--- src/rtl/riscv_isa_pkg.sv ---
// RV32I opcode constants, instruction format codes and the opcode-to-format
// mapping shared by the instruction encoder and the immediate generator.
package riscv_isa_pkg;

   localparam logic [6:0] OP_JAL    = 7'b1101111;
   localparam logic [6:0] OP_LUI    = 7'b0110111;
   localparam logic [6:0] OP_AUIPC  = 7'b0010111;
   localparam logic [6:0] OP_LOAD   = 7'b0000011;
   localparam logic [6:0] OP_OPIMM  = 7'b0010011;
   localparam logic [6:0] OP_JALR   = 7'b1100111;
   localparam logic [6:0] OP_STORE  = 7'b0100011;
   localparam logic [6:0] OP_BRANCH = 7'b1100011;
   localparam logic [6:0] OP_OP     = 7'b0110011;

   // addi x0,x0,0 -- emitted in place of any word that cannot be encoded
   localparam logic [31:0] NOP_INSTR = 32'h00000013;

   typedef enum logic [2:0] {
      FMT_R,
      FMT_I,
      FMT_S,
      FMT_B,
      FMT_U,
      FMT_J,
      FMT_BAD
   } fmt_e;

   // Classify an opcode into its instruction format; unknown opcodes are BAD
   function automatic fmt_e fmt_of(input logic [6:0] op);
      fmt_e f;
      case (op)
         OP_JAL:                      f = FMT_J;
         OP_LUI, OP_AUIPC:            f = FMT_U;
         OP_LOAD, OP_OPIMM, OP_JALR:  f = FMT_I;
         OP_STORE:                    f = FMT_S;
         OP_BRANCH:                   f = FMT_B;
         OP_OP:                       f = FMT_R;
         default:                     f = FMT_BAD;
      endcase
      return f;
   endfunction

endpackage

--- src/rtl/imm_range_chk.sv ---
// Decides whether a signed immediate fits the encodable range of a format.
module imm_range_chk
   import riscv_isa_pkg::*;
(
   input  fmt_e        fmt,
   input  logic [31:0] imm,
   output logic        ok
);

   logic signed [31:0] simm;

   assign simm = $signed(imm);

   // Per-format range and alignment test; BAD formats are never ok
   always_comb begin
      ok = 1'b0;
      case (fmt)
         FMT_I, FMT_S: ok = (simm >= -32'sd2048) && (simm <= 32'sd2047);
         FMT_B:        ok = (simm >= -32'sd4096) && (simm <= 32'sd4094) && !imm[0];
         FMT_J:        ok = (simm >= -32'sd1048576) && (simm <= 32'sd1048574) && !imm[0];
         FMT_U:        ok = (imm[11:0] == 12'd0);
         FMT_R:        ok = 1'b1;
         default:      ok = 1'b0;
      endcase
   end

endmodule

--- src/rtl/instr_encoder.sv ---
// Two-stage RV32I instruction encoder: stage 1 captures fields, format and
// range result; stage 2 holds the packed word. Valid/ready on both sides.
module instr_encoder
   import riscv_isa_pkg::*;
#(
   parameter int          CNT_W    = 16,
   parameter logic [31:0] NOP_WORD = NOP_INSTR
)
(
   input  logic             clk,
   input  logic             rst,
   input  logic             in_valid,
   output logic             in_ready,
   input  logic [6:0]       in_opcode,
   input  logic [4:0]       in_rd,
   input  logic [4:0]       in_rs1,
   input  logic [4:0]       in_rs2,
   input  logic [2:0]       in_funct3,
   input  logic [6:0]       in_funct7,
   input  logic [31:0]      in_imm,
   output logic             out_valid,
   input  logic             out_ready,
   output logic [31:0]      out_instr,
   output logic             out_err,
   output logic [CNT_W-1:0] err_count
);

   fmt_e        in_fmt;
   logic        in_ok;
   logic        s2_ready;

   logic        s1_valid;
   logic [6:0]  s1_opcode;
   logic [4:0]  s1_rd;
   logic [4:0]  s1_rs1;
   logic [4:0]  s1_rs2;
   logic [2:0]  s1_funct3;
   logic [6:0]  s1_funct7;
   logic [31:0] s1_imm;
   fmt_e        s1_fmt;
   logic        s1_ok;

   logic [31:0] packed_word;

   logic        s2_valid;
   logic [31:0] s2_instr;
   logic        s2_err;

   assign in_fmt = fmt_of(in_opcode);

   imm_range_chk u_range_chk (
      .fmt (in_fmt),
      .imm (in_imm),
      .ok  (in_ok)
   );

   assign s2_ready  = !s2_valid || out_ready;
   assign in_ready  = !s1_valid || s2_ready;
   assign out_valid = s2_valid;
   assign out_instr = s2_instr;
   assign out_err   = s2_err;

   // Stage 1: capture fields when the stage is empty or draining into stage 2
   always_ff @(posedge clk or posedge rst) begin
      if (rst) begin
         s1_valid  <= 1'b0;
         s1_opcode <= '0;
         s1_rd     <= '0;
         s1_rs1    <= '0;
         s1_rs2    <= '0;
         s1_funct3 <= '0;
         s1_funct7 <= '0;
         s1_imm    <= '0;
         s1_fmt    <= FMT_BAD;
         s1_ok     <= 1'b0;
      end else if (in_ready) begin
         s1_valid <= in_valid;
         if (in_valid) begin
            s1_opcode <= in_opcode;
            s1_rd     <= in_rd;
            s1_rs1    <= in_rs1;
            s1_rs2    <= in_rs2;
            s1_funct3 <= in_funct3;
            s1_funct7 <= in_funct7;
            s1_imm    <= in_imm;
            s1_fmt    <= in_fmt;
            s1_ok     <= in_ok;
         end
      end
   end

   // Pack stage-1 fields by format; anything not encodable becomes the NOP
   always_comb begin
      packed_word = NOP_WORD;
      if (s1_ok) begin
         case (s1_fmt)
            FMT_I:   packed_word = {s1_imm[11:0], s1_rs1, s1_funct3, s1_rd, s1_opcode};
            FMT_S:   packed_word = {s1_imm[11:5], s1_rs2, s1_rs1, s1_funct3, s1_imm[4:0], s1_opcode};
            FMT_B:   packed_word = {s1_imm[12], s1_imm[10:5], s1_rs2, s1_rs1, s1_funct3,
                                    s1_imm[4:1], s1_imm[11], s1_opcode};
            FMT_U:   packed_word = {s1_imm[31:12], s1_rd, s1_opcode};
            FMT_J:   packed_word = {s1_imm[20], s1_imm[10:1], s1_imm[11], s1_imm[19:12],
                                    s1_rd, s1_opcode};
            FMT_R:   packed_word = {s1_funct7, s1_rs2, s1_rs1, s1_funct3, s1_rd, s1_opcode};
            default: packed_word = NOP_WORD;
         endcase
      end
   end

   // Stage 2: output register, frozen while downstream stalls
   always_ff @(posedge clk or posedge rst) begin
      if (rst) begin
         s2_valid <= 1'b0;
         s2_instr <= '0;
         s2_err   <= 1'b0;
      end else if (s2_ready) begin
         s2_valid <= s1_valid;
         if (s1_valid) begin
            s2_instr <= packed_word;
            s2_err   <= !s1_ok;
         end
      end
   end

   // Count errored words as they are handed downstream, sticking at all-ones
   always_ff @(posedge clk or posedge rst) begin
      if (rst) begin
         err_count <= '0;
      end else if (s2_valid && out_ready && s2_err && (err_count != {CNT_W{1'b1}})) begin
         err_count <= err_count + CNT_W'(1);
      end
   end

endmodule

--- config.mk ---
export PLATFORM = sky130hd
export DESIGN_NAME = instr_encoder
export DESIGN_NICKNAME = d
export VERILOG_FILES = /design/src/rtl/riscv_isa_pkg.sv /design/src/rtl/imm_range_chk.sv /design/src/rtl/instr_encoder.sv
export SDC_FILE = /design/constraint.sdc
export NUM_CORES = 1
export LEC_CHECK = 0
export CORE_ASPECT_RATIO = 0.9
export CORE_MARGIN = 3
export CORE_UTILIZATION = 40
export CTS_CLUSTER_SIZE = 30
export DETAILED_ROUTE_END_ITERATION = 12
export MAX_ROUTING_LAYER = met4
export PLACE_DENSITY = 0.7
export SLEW_MARGIN = 15
export SYNTH_ARGS = -nofsm -noshare
export SYNTH_HDL_FRONTEND = slang
export SYNTH_SLANG_ARGS = --single-unit
--- constraint.sdc ---
create_clock -name clk -period 4.6 [get_ports clk]
set_clock_uncertainty 0.1 [all_clocks]
set_input_delay 0.46 -clock clk [delete_from_list [all_inputs] [get_ports clk]]
set_output_delay 0.46 -clock clk [all_outputs]
set_load 0.01 [all_outputs]
==> flow_summary.toml <==
[placed_design]
gp_congestion = 0.832
place_hpwl_um = 10200
io_buffers = 118
dp_slack_ps = 1980

[hold_path]
min-delay-start = "s1_imm[17]"
hold_path.class = "flop to flop"

[global_routing]
grt_max_degree = 71
grt_pass1_wl_um = 23600
grt_pass1_vias = 4646
grt_usage_pct = 20.7
antenna_found_initial = 0
gr-total-overflow = 0

[floorplan]
coreArea_um2 = 13000
die_w_um = 129
start_util_pct = 41.9
rows = 39
die-height_um = 117
io-pin-count = 119
dieArea_um2 = 15000

[outcome]
outcome = "completed"

[pwr]
switching_share_pct = 26.5
p_clk_share_pct = 43.8
p_leak_nw = 3.38
p_int_mw = 2.15
power_switching_mw = 0.777
seqPwrFrac_pct = 42.7
p_comb_share_pct = 13.5
powerDensity_nw_per_um2 = 402
worst_ir_drop_vdd_uv = 249

[yosys]
yosys.area.top_type = "dfrtp_1"
syn_nets = 656
syn_inst = 587
synth-edff-count = 0
synth_seq_cells = 119
yosys_warnings = 0
syn_avg_cell_area_um2 = 9.27
ys_top_cells_by_area = "dfrtp_1 54%, nand2_1 15%, mux2i_1 2.8%"
syn_area_um2 = 5440
ys_seq_area_share_pct = 54.8
ys_types = 47
async_reset_ff_share_pct = 100
synthFlopType = "dfrtp_1"
synth_top_cell_area_share_pct = 53.8

[clock_tree]
clkSinkCount = 119
clockBufferDepth = 2
numCtsBuffers = 17
postCtsSetupRepairBufs = 0
ctsHoldBuffers = 0
cts.clk_slew.worst_paths_ps = 50
cts_htree_levels = 4
cts-root-buf = "clkbuf_16"
tritoncts = "yes"
cts_resized = 0
worstSkewPairLatency_ps = 420

[drt]
wire_per_inst_um = 16.7
dr.pass1.iters = 7
post-route-drc-count = 0
wl_um = 14600
dr.first_iter.drc_count = 352
vias_per_cell = 5.22
antenna_left = 0
dr_total_vias = 4562

[setup_path]
worstRegToRegCells = 3
critPathArrivalTime_ps = 2610
crit_start = "s1_fmt[2]"
ff2ff_setup_slack_ps = 2240
crit_type = "flop to flop"
rr_startpoint = "s1_fmt[2]"
worstPathMaxFanout = 38
start_kind = "flop"
required_ps = 4840
crit_end = "out_instr[0]"
regToRegEndpoint = "out_instr[0]"
end_kind = "flop"

[finish]
mostFrequentLayoutCells = "214 x nand2_1, 118 x clkdlybuf4s50_1, 117 x dfrtp_1"
nNetsFinal = 766
final_common_cell = "nand2_1"
multi_input_area_um2 = 2280
regArea_um2 = 2980
drive_gt1_share_pct = 6.76
antennaDiodeCount = 0
syn_to_final_growth_pct = 34.0
filler_cell_count = 1127

[timing]
whs_ps = 370
finalSetupViolCount = 0
tns_ps = 0
hold_viol = 0
rsz0062_at_grt = "no"
worst_slew_pin_slew_ps = 908
period_share_pct = 51.4
fmax_mhz = 423
worst_slack_ps = 2240
finalCriticalPeriod_ps = 2360
slew_headroom_pct = 39.5
slew_viol_final = 0

[job]
maxCapViolations = 0
==> layout make-up <==
cell class,count,share of cell area [%]
Sequential cell,119,40.9
Multi-Input combinational cell,428,31.2
Timing Repair Buffer,123,16.7
Clock buffer,19,6.08
Tap cell,164,2.82
Clock inverter,13,1.80
Inverter,8,0.446
==> power by group through the flow <==
stage / clock network (mW) / registers, mW / logic, mW
after floorplan: 0 / 1.24 / 0.223
after global placement: 0 / 1.26 / 0.384
after detailed placement: 0 / 1.27 / 0.396
after CTS: 1.30 / 1.25 / 0.400
after global routing: 1.35 / 1.26 / 0.440
final: 1.28 / 1.25 / 0.395
==> worst max-delay path: stages, from the launching register on <==
cell     delay (ps)
dfstp_2        1130
nand2_1         220
nand3_1         560
o22a_1          280
==> metrics by stage <==
step	instances	power (mW)	cell area, um^2	util, %
floorplan	587	1.46	5440	-
global placement	842	1.64	6710	51.7
detailed placement	842	1.66	6710	51.7
CTS	874	2.95	7290	56.2
global route	874	3.05	7290	56.2
finish	874	2.93	7290	56.2
==> cells by family after synthesis <==
group / after synthesis / synth area share [%]
flip-flops: 119 / 54.8
AO/OA/AOI/OAI: 85 / 10.4
adder cells (fa/ha/maj): 1 / 0.230
XOR/XNOR: 15 / 2.41
multiplexers: 19 / 3.59
AND/OR/NAND/NOR: 308 / 25.1
buffers and inverters: 40 / 3.43
==> state kept, by name (all words and copies together) (netlist names) <==
register and flops:
s1_rs1 5, s1_opcode 7, s1_rd 5, s1_ok 1, out_instr 32, s1_imm 32
s1_valid 1, s1_fmt 3, out_err 1, s1_funct3 3, out_valid 1, s1_rs2 5
s1_funct7 7, err_count 16
==> how the worst min path moves through the flow <==
stage                              end  cells after the start
after detailed placement    s1_imm[13]                      2
after floorplan             s1_imm[13]                      2
after global placement      s1_imm[13]                      2
final                       s1_imm[17]                      2
after global routing      s1_funct7[4]                      2
after CTS                   s1_imm[17]                      2
==> cells in the mapped netlist (3+ instances only) <==
cell type,instances
nor2_1,20
a21oi_1,15
nand3_1,9
dfrtp_1,117
nand4_1,14
nand2_1,215
and2_1,3
buf_2,3
and3_1,4
nor4_1,9
a221oi_1,4
o22ai_1,11
and4_1,3
nor2b_1,16
nand2b_1,3
nand3b_1,3
xor2_1,3
o22a_1,4
xnor2_1,12
mux2i_1,15
mux2_1,3
o21ai_1,22
inv_1,8
clkbuf_1,26
a22o_1,16
==> per-layer routing <==
metal / GRT usage (%) / part of all wire, %
met1: 28.7 / 47
met5: - / 0
met4: 6.93 / 1.4
met3: 5.03 / 6.7
met2: 30.0 / 44
No activity file was read; power rests on OpenSTA's default activity.
